<file path="config.mk">
export PLATFORM = sky130hd
export DESIGN_NAME = imem_loader
export DESIGN_NICKNAME = d
export VERILOG_FILES = /design/src/rtl/imem_loader_pkg.sv /design/src/rtl/imem_loader_byte_packer.sv /design/src/rtl/imem_loader.sv
export SDC_FILE = /design/constraint.sdc
export NUM_CORES = 1
export LEC_CHECK = 0
export ABC_AREA = 1
export CAP_MARGIN = 20
export CORE_UTILIZATION = 51
export DETAILED_ROUTE_END_ITERATION = 8
export GPL_TIMING_DRIVEN = 1
export PLACE_DENSITY = 0.88
export SLEW_MARGIN = 20
export SYNTH_ARGS = -nofsm -noshare
export SYNTH_HDL_FRONTEND = slang
export SYNTH_HIERARCHICAL = 1
export SYNTH_SLANG_ARGS = --single-unit
export TNS_END_PERCENT = 5
</file>
<file path="constraint.sdc">
create_clock -name clock -period 5.2 [get_ports clock]
set_input_delay 1.04 -clock clock [delete_from_list [all_inputs] [get_ports clock]]
set_output_delay 1.04 -clock clock [all_outputs]
set_load 0.02 [all_outputs]
</file>
<file path="src/rtl/imem_loader_pkg.sv">
// Shared types and constants for the instruction-memory program loader.
package imem_loader_pkg;

  localparam int WORD_W         = 32;
  localparam int BYTES_PER_WORD = 4;

  typedef enum logic [2:0] {
    ST_IDLE  = 3'd0,
    ST_RECV  = 3'd1,
    ST_WRITE = 3'd2,
    ST_DONE  = 3'd3,
    ST_ERR   = 3'd4
  } state_e;

  function automatic logic [WORD_W-1:0] wrap_add(input logic [WORD_W-1:0] a,
                                                 input logic [WORD_W-1:0] b);
    return a + b;
  endfunction

endpackage

</file>
<file path="src/rtl/imem_loader_byte_packer.sv">
// Collects little-endian bytes into a 32-bit word; word_next includes the byte
// being accepted this cycle so the caller can latch a complete word immediately.
module byte_packer
  import imem_loader_pkg::*;
(
  input  logic              clock,
  input  logic              reset,
  input  logic              clear,
  input  logic              accept,
  input  logic [7:0]        in_byte,
  output logic              word_full,
  output logic [WORD_W-1:0] word_next
);

  logic [1:0]        idx_q, idx_d;
  logic [WORD_W-1:0] word_q, word_d;

  // next byte index and assembly contents
  always_comb begin
    idx_d  = idx_q;
    word_d = word_q;
    if (clear) begin
      idx_d  = 2'd0;
      word_d = {WORD_W{1'b0}};
    end else if (accept) begin
      word_d[{idx_q, 3'b000} +: 8] = in_byte;
      idx_d                        = idx_q + 2'd1;
    end else begin
      idx_d  = idx_q;
      word_d = word_q;
    end
    word_full = accept && !clear && (idx_q == 2'(BYTES_PER_WORD - 1));
    word_next = word_d;
  end

  // packer state registers
  always_ff @(posedge clock or posedge reset) begin
    if (reset) begin
      idx_q  <= 2'd0;
      word_q <= {WORD_W{1'b0}};
    end else begin
      idx_q  <= idx_d;
      word_q <= word_d;
    end
  end

endmodule

</file>
<file path="src/rtl/imem_loader.sv">
// Streams bytes into instruction memory one word at a time, holding the core
// until the requested number of words has been written.
module imem_loader
  import imem_loader_pkg::*;
#(
  parameter logic [WORD_W-1:0] BASE_ADDR = 32'd0,
  parameter int                MAX_WORDS = 256
) (
  input  logic              clock,
  input  logic              reset,
  input  logic              start,
  input  logic [31:0]       prog_len,
  input  logic              in_valid,
  input  logic [7:0]        in_data,
  output logic              in_ready,
  output logic [31:0]       WriteReg,
  output logic [31:0]       WriteData,
  output logic              RegWrite,
  output logic              cpu_hold,
  output logic              load_done,
  output logic              load_err,
  output logic [31:0]       checksum
);

  localparam logic [2:0] IDLE  = ST_IDLE;
  localparam logic [2:0] RECV  = ST_RECV;
  localparam logic [2:0] WRITE = ST_WRITE;
  localparam logic [2:0] DONE  = ST_DONE;
  localparam logic [2:0] ERR   = ST_ERR;

  localparam logic [WORD_W-1:0] MAX_WORDS_W = WORD_W'(MAX_WORDS);

  logic [2:0]        state_q, state_d;
  logic [WORD_W-1:0] prog_len_q, prog_len_d;
  logic [WORD_W-1:0] count_q, count_d;
  logic [WORD_W-1:0] addr_q, addr_d;
  logic [WORD_W-1:0] wdata_q, wdata_d;
  logic [WORD_W-1:0] checksum_q, checksum_d;
  logic              in_ready_q, in_ready_d;
  logic              regwrite_q, regwrite_d;
  logic              hold_q, hold_d;
  logic              done_q, done_d;
  logic              err_q, err_d;

  logic              start_ok_s;
  logic              accept_s;
  logic              word_full_s;
  logic [WORD_W-1:0] packed_word_s;

  assign start_ok_s = start && ((state_q == IDLE) || (state_q == DONE) || (state_q == ERR));
  assign accept_s   = in_valid && in_ready_q;

  byte_packer u_packer (
    .clock     (clock),
    .reset     (reset),
    .clear     (start_ok_s),
    .accept    (accept_s),
    .in_byte   (in_data),
    .word_full (word_full_s),
    .word_next (packed_word_s)
  );

  // FSM next state, counters and checksum
  always_comb begin
    state_d    = state_q;
    prog_len_d = prog_len_q;
    count_d    = count_q;
    addr_d     = addr_q;
    wdata_d    = wdata_q;
    checksum_d = checksum_q;
    case (state_q)
      IDLE, DONE, ERR: begin
        if (start_ok_s) begin
          prog_len_d = prog_len;
          count_d    = 32'd0;
          addr_d     = BASE_ADDR;
          checksum_d = 32'd0;
          if (prog_len == 32'd0) begin
            state_d = DONE;
          end else if (prog_len > MAX_WORDS_W) begin
            state_d = ERR;
          end else begin
            state_d = RECV;
          end
        end else begin
          state_d = state_q;
        end
      end
      RECV: begin
        if (word_full_s) begin
          state_d = WRITE;
          wdata_d = packed_word_s;
        end else begin
          state_d = RECV;
        end
      end
      WRITE: begin
        checksum_d = wrap_add(checksum_q, wdata_q);
        addr_d     = addr_q + 32'd1;
        count_d    = count_q + 32'd1;
        if ((count_q + 32'd1) == prog_len_q) begin
          state_d = DONE;
        end else begin
          state_d = RECV;
        end
      end
      default: begin
        state_d = IDLE;
      end
    endcase
    // outputs are registered versions of the next-state decode
    in_ready_d = (state_d == RECV);
    regwrite_d = (state_d == WRITE);
    done_d     = (state_d == DONE);
    err_d      = (state_d == ERR);
    hold_d     = (state_d != DONE);
  end

  // loader state and registered outputs
  always_ff @(posedge clock or posedge reset) begin
    if (reset) begin
      state_q    <= IDLE;
      prog_len_q <= 32'd0;
      count_q    <= 32'd0;
      addr_q     <= BASE_ADDR;
      wdata_q    <= 32'd0;
      checksum_q <= 32'd0;
      in_ready_q <= 1'b0;
      regwrite_q <= 1'b0;
      hold_q     <= 1'b1;
      done_q     <= 1'b0;
      err_q      <= 1'b0;
    end else begin
      state_q    <= state_d;
      prog_len_q <= prog_len_d;
      count_q    <= count_d;
      addr_q     <= addr_d;
      wdata_q    <= wdata_d;
      checksum_q <= checksum_d;
      in_ready_q <= in_ready_d;
      regwrite_q <= regwrite_d;
      hold_q     <= hold_d;
      done_q     <= done_d;
      err_q      <= err_d;
    end
  end

  assign in_ready  = in_ready_q;
  assign WriteReg  = addr_q;
  assign WriteData = wdata_q;
  assign RegWrite  = regwrite_q;
  assign cpu_hold  = hold_q;
  assign load_done = done_q;
  assign load_err  = err_q;
  assign checksum  = checksum_q;

endmodule
</file>
==> flow_summary.json, run 1 <==
{
  "outcome": "finished, final reports clean",
  "first_pass_iters": 6,
  "drcViolationCount": 0,
  "cts_setup_buffers": 0,
  "endpoint": "in_ready",
  "clockBufferDepth": 3,
  "power_density_nw_per_um2": 235,
  "worst_pin_slew_ns": 0.982,
  "viasPerCell": 5.53,
  "final_common_cell": "nand2_1",
  "io_buffer_count": 144,
  "drive_gt1_frac": 0.0631,
  "syn_area_sq_um": 12000,
  "combPwrFrac": 0.051,
  "synth_nets": 1734,
  "hold_path_class": "register to register",
  "finalHoldViolations": 0,
  "drt_iter0_drc": 1073,
  "ff_latch_area_sq_um": 5060,
  "dp_hpwl_um": 25300,
  "io_pins": 145,
  "p_sw_uw": 773,
  "grt_overflow": 0,
  "multi_input_area_sq_um": 6120,
  "slew_headroom": 0.341,
  "place_inst": 2079,
  "antenna_found_initial": 0,
  "rrSetupSlack_ns": 2.00,
  "layout.nets": 1875,
  "ys_warn_count": 6,
  "startpoint": "start",
  "rsz0062_at_grt": "no",
  "stdcell_count": 2120,
  "place_ws_ns": 1.29,
  "cp.required_ns": 5.65,
  "core_area_sq_um": 22800,
  "cts_buffers": 23,
  "clock_latency_ns": 0.51,
  "cts.htree.levels": 1,
  "die_area_sq_um": 24100,
  "grt_usage": 0.292,
  "cts_resized": 0,
  "grt_pass1_vias": 11536,
  "grt_max_degree": 107,
  "clock.fmax_mhz": 293,
  "p_int_uw": 2640,
  "root_buffer": "clkbuf_16",
  "setup_viol": 0,
  "finalCritPeriodShare": 0.656,
  "wl_per_cell_um": 16.3,
  "power_frac_clock": 0.477,
  "r2r_start": "state_q[0]",
  "num_vias": 11714,
  "p_leak_uw": 0.00689,
  "areaGrowthSynthToFinish_pct": 21.4,
  "ir_worst_vdd_mv": 0.197,
  "initial_core_util": 0.524,
  "setup_tns_ns": 0,
  "synth_edf_count": 0,
  "syn_inst": 1651,
  "layout_common_cells": "nand2_1 (559), dfrtp_1 (201), nor2_1 (163)",
  "p_seq_frac": 0.472,
  "sw_frac_of_total": 0.227,
  "period_needed_ns": 3.41,
  "ff2ff_path_depth": 12,
  "finalWorstSetupSlack_ns": 1.79,
  "cp-start-kind": "input pin",
  "fin_area_sq_um": 14500,
  "cp.arrival_ns": 3.86,
  "ys_ff_latch": 202,
  "gp_congestion": 0.959,
  "routed_wl_um": 34600,
  "grt_pass1_wl_um": 56300,
  "final_util": 0.635,
  "r2r_end": "in_ready",
  "die_h_um": 155,
  "clock_sinks": 202,
  "ys.flop_type": "dfrtp_1",
  "fp-row-count": 55,
  "antennaDiodeCount": 0,
  "hold_buffers": 0,
  "seq_area_frac_synth": 0.423,
  "crit_path_max_fanout": 34,
  "endpoint_kind": "register",
  "place_area_sq_um": 13700,
  "drv_cap": 0,
  "cts_tree": "built",
  "critPathKind": "input pin to register",
  "synth_cell_types": 52,
  "fp.dieW_um": 155,
  "syn_avg_cell_area_sq_um": 7.25,
  "path_clk_slew_ns": 0.06,
  "synthArstFlopShare": 1.00,
  "clock_skew_ns": 0.0126,
  "drv_slew": 0,
  "fillers": 1952,
  "antenna_left": 0
}
## state kept, by name (all words and copies together) (netlist names), 2 cells and up
signal           flops
WriteReg            32
checksum            32
u_packer/word_q     32
WriteData           32
count_q             32
state_q              3
u_packer/idx_q       2
prog_len_q          32
## worst max-delay path, stage by stage
cell	delay [ns]
clkdlybuf4s50_1	0.51
nand2_1	0.09
inv_2	0.43
nor2_1	0.13
nand3_1	0.14
clkinv_1	0.77
a21oi_1	0.53
nand2_2	0.11
nor2_1	0.09
## synthesized netlist by cell type, types with 6 or more instances
| cell type | number | area share |
|---|---|---|
| nor2_4 | 12 | 0.011 |
| nor2_1 | 163 | 0.051 |
| clkbuf_1 | 27 | 0.0085 |
| inv_2 | 6 | 0.0019 |
| dfrtp_1 | 201 | 0.42 |
| nor3_1 | 18 | 0.0075 |
| nand3b_1 | 7 | 0.0044 |
| nand3_1 | 87 | 0.036 |
| o21ai_0 | 100 | 0.042 |
| nand2_1 | 559 | 0.18 |
| nand4_1 | 25 | 0.013 |
| nor4_1 | 7 | 0.0037 |
| ha_1 | 38 | 0.040 |
| a21oi_1 | 96 | 0.040 |
| o21ai_1 | 10 | 0.0042 |
| nand2_2 | 12 | 0.0063 |
| xor2_1 | 13 | 0.0095 |
| nand2_4 | 8 | 0.0075 |
| o22ai_1 | 24 | 0.013 |
| nor2_2 | 15 | 0.0078 |
| inv_1 | 164 | 0.051 |
## cell families after synthesis
kind of cell | count (synthesis) | synth area share
simple gates | 923 | 0.335
compound gates | 261 | 0.119
buf+inv | 208 | 0.0666
flops | 202 | 0.423
fa+ha+maj | 39 | 0.0414
xor+xnor | 17 | 0.0147
mux | 1 | 0.000837
## power by group through the flow
stage	logic (uW)	registers (uW)	clock network, uW
floorplan	97.3	1630	0
global placement	166	1640	0
detailed placement	169	1640	0
CTS	170	1610	1650
global route	194	1610	1710
finish	172	1610	1630
## through the flow
stage          hold slack (ns)  total power [uW]
2_1_floorplan            0.453              1730
3_3_place_gp             0.464              1800
3_5_place_dp             0.480              1810
4_1_cts                  0.488              3430
5_1_grt                  0.529              3520
6_report                 0.483              3410
## worst min path at each step
stage | from | endpoint | slack, ns | cells past startpoint
final | WriteReg[31] | WriteReg[31] | 0.48 | 1
after global routing | WriteReg[31] | WriteReg[31] | 0.53 | 1
after CTS | WriteReg[31] | WriteReg[31] | 0.49 | 1
after detailed placement | WriteReg[31] | WriteReg[31] | 0.48 | 1
after global placement | WriteReg[31] | WriteReg[31] | 0.46 | 1
after floorplan | prog_len_q[18] | prog_len_q[18] | 0.45 | 2
## final cells by class
class                           instances  share of cell area
Clock buffer                           29              0.0446
Inverter                              171              0.0445
Clock inverter                         11             0.00784
Sequential cell                       202               0.348
Multi-Input combinational cell       1241               0.422
Timing Repair Buffer                  153               0.106
Tap cell                              313              0.0270
## metal layers
metal  part of all wire  track usage
met1               0.41        0.369
met2               0.48        0.495
met3              0.069       0.0437
met4              0.039        0.130
met5                  0            0
No activity file was read; power rests on OpenSTA's default activity.
==> inputs of run 2 (changes only) <==
--- a/config.mk
+++ b/config.mk
@@ -7,10 +7,10 @@
 export LEC_CHECK = 0
 export ABC_AREA = 1
 export CAP_MARGIN = 20
-export CORE_UTILIZATION = 51
+export CORE_UTILIZATION = 57
 export DETAILED_ROUTE_END_ITERATION = 8
 export GPL_TIMING_DRIVEN = 1
-export PLACE_DENSITY = 0.88
+export PLACE_DENSITY = 0.92
 export SLEW_MARGIN = 20
 export SYNTH_ARGS = -nofsm -noshare
 export SYNTH_HDL_FRONTEND = slang
==> constraint.sdc (replaced) <==
create_clock -name clock -period 3.4 [get_ports clock]
set_input_delay 0.68 -clock clock [delete_from_list [all_inputs] [get_ports clock]]
set_output_delay 0.68 -clock clock [all_outputs]
set_load 0.02 [all_outputs]
==> run 2 against run 1 <==
  * The flow now finishes with violations (design-rule violations)
  * Power rose by 52%
  * Flip-flop and latch count did not move
  * Cell count fell by 1.8%
  * Via count rose by 2.9%
  * Clock skew rose by 0.014 ns
  * Routed wire length rose by 1.6%
  * Die area fell by 10%
  * Worst setup slack got worse by 1.0 ns
  * Utilization rose by 7.3 points
  * Sequential share of layout area rose by 0.11 points
  * First-iteration DRC count rose by 10%
  * Critical endpoint is now checksum[21]
  * Largest cell class unchanged
==> flow_summary.json, run 2 (synthesis gave the netlist of run 1 again) <==
{
  "antennaDiodeCount": 0,
  "slew_headroom": 0.498,
  "clock_latency_ns": 0.52,
  "path_buf_inv": 0,
  "cp_slowest_stage_delay_ns": 0.61,
  "cpMaxStageDelayCell": "o21ai_0",
  "clock.fmax_mhz": 380,
  "worst-path-stages": 12,
  "areaGrowthSynthToFinish_pct": 21.0,
  "crit_top_cell": "nand2_1",
  "cts.htree.levels": 1,
  "cts_resized": 0,
  "layout.nets": 1879,
  "multi_input_area_sq_um": 6120,
  "fp-row-count": 52,
  "setup_tns_ns": 0,
  "first_pass_iters": 9,
  "layout_common_cells": "nand2_1 (559), dfrtp_1 (201), nor2_1 (163)",
  "core_area_sq_um": 20400,
  "io_pins": 145,
  "crit_family": "simple AND/OR/NAND/NOR gates",
  "grt_usage": 0.326,
  "io_buffer_count": 144,
  "cts_setup_buffers": 0,
  "rsz0062_at_grt": "no",
  "critPathKind": "register to register",
  "cts_tree": "built",
  "clock_skew_ns": 0.0263,
  "stdcell_count": 2081,
  "grt_max_degree": 53,
  "die_h_um": 147,
  "endpoint_kind": "register",
  "hold_buffers": 0,
  "viasPerCell": 5.79,
  "r2r_end": "checksum[21]",
  "cp.required_ns": 3.80,
  "antenna_found_initial": 0,
  "p_leak_uw": 0.00688,
  "startpoint": "checksum[9]",
  "cts_buffers": 22,
  "ff2ff_path_depth": 12,
  "gp_congestion": 0.987,
  "drcViolationCount": 1,
  "setup_viol": 0,
  "root_buffer": "clkbuf_16",
  "hold_path_class": "register to register",
  "drt_iter0_drc": 1183,
  "clockBufferDepth": 3,
  "r2r_start": "checksum[9]",
  "finalHoldViolations": 0,
  "fillers": 1598,
  "power_density_nw_per_um2": 357,
  "place_inst": 2042,
  "ff_latch_area_sq_um": 5060,
  "path_cells": "ha_1, nand2_1, nor2_1, nand2_1, o21ai_0, nand2_1, nand2_1, nand2_1, nand2_1, nand2_1, nand2_1, o21ai_0",
  "cp.arrival_ns": 3.03,
  "drive_gt1_frac": 0.0641,
  "initial_core_util": 0.586,
  "crit_path_max_fanout": 5,
  "dp_hpwl_um": 25600,
  "grt_pass1_wl_um": 56500,
  "finalCritPeriodShare": 0.774,
  "rrSetupSlack_ns": 0.77,
  "drv_slew": 0,
  "endpoint": "checksum[21]",
  "fp.dieW_um": 147,
  "die_area_sq_um": 21600,
  "period_needed_ns": 2.63,
  "final_common_cell": "nand2_1",
  "grt_pass1_vias": 11515,
  "clock_sinks": 202,
  "routed_wl_um": 35100,
  "path_clk_slew_ns": 0.07,
  "wl_per_cell_um": 16.9,
  "grt_overflow": 0,
  "cp-start-kind": "register",
  "ir_worst_vdd_mv": 0.299,
  "drv_cap": 0,
  "num_vias": 12052,
  "outcome": "complete, but fails checks",
  "antenna_left": 0,
  "violations": "design-rule violations",
  "worst_pin_slew_ns": 0.746
}
## run 2: per-layer routing
metal | part of all wire | track usage | up-vias
li1 | - | - | 5638
met1 | 0.40 | 0.421 | 5651
met2 | 0.47 | 0.547 | 636
met3 | 0.086 | 0.0488 | 127
met4 | 0.043 | 0.138 | 0
met5 | 0 | 0 | -
## run 2: layout make-up
class | instances | share of cell area
Multi-Input combinational cell | 1241 | 0.423
Sequential cell | 202 | 0.349
Timing Repair Buffer | 158 | 0.109
Inverter | 171 | 0.0446
Clock buffer | 27 | 0.0407
Tap cell | 270 | 0.0233
Clock inverter | 12 | 0.0105
## run 2: worst min path at each step
stage	startpoint	end	slack, ns	cells past startpoint
2_1_floorplan	prog_len_q[18]	prog_len_q[18]	0.45	2
3_3_place_gp	WriteReg[31]	WriteReg[31]	0.47	1
3_5_place_dp	WriteReg[31]	WriteReg[31]	0.49	1
4_1_cts	prog_len_q[5]	prog_len_q[5]	0.51	2
5_1_grt	prog_len_q[5]	prog_len_q[5]	0.52	2
6_report	prog_len_q[5]	prog_len_q[5]	0.51	2
## run 2: tightest hold or removal path: stages, from the launching register on
cell	delay, ns
dfrtp_1	0.35
nand2_1	0.05
o21ai_0	0.06
## run 2: per-stage QoR
stage | power, uW | hold WS [ns] | util | setup WS (ns) | cell area [sq um]
floorplan | 2650 | 0.453 | - | 0.580 | 12000
global placement | 2760 | 0.468 | 0.672 | 0.807 | 13700
detailed placement | 2770 | 0.493 | 0.672 | 0.765 | 13700
CTS | 5190 | 0.511 | 0.708 | 0.849 | 14500
global route | 5330 | 0.519 | 0.708 | 0.610 | 14500
finish | 5170 | 0.505 | 0.708 | 0.768 | 14500
## run 2: power by group
part	switching, uW	total (uW)	internal, uW
combinational	168	268	99.7
clock	1030	2440	1410
sequential	24.9	2460	2440
total	1220	5170	3950
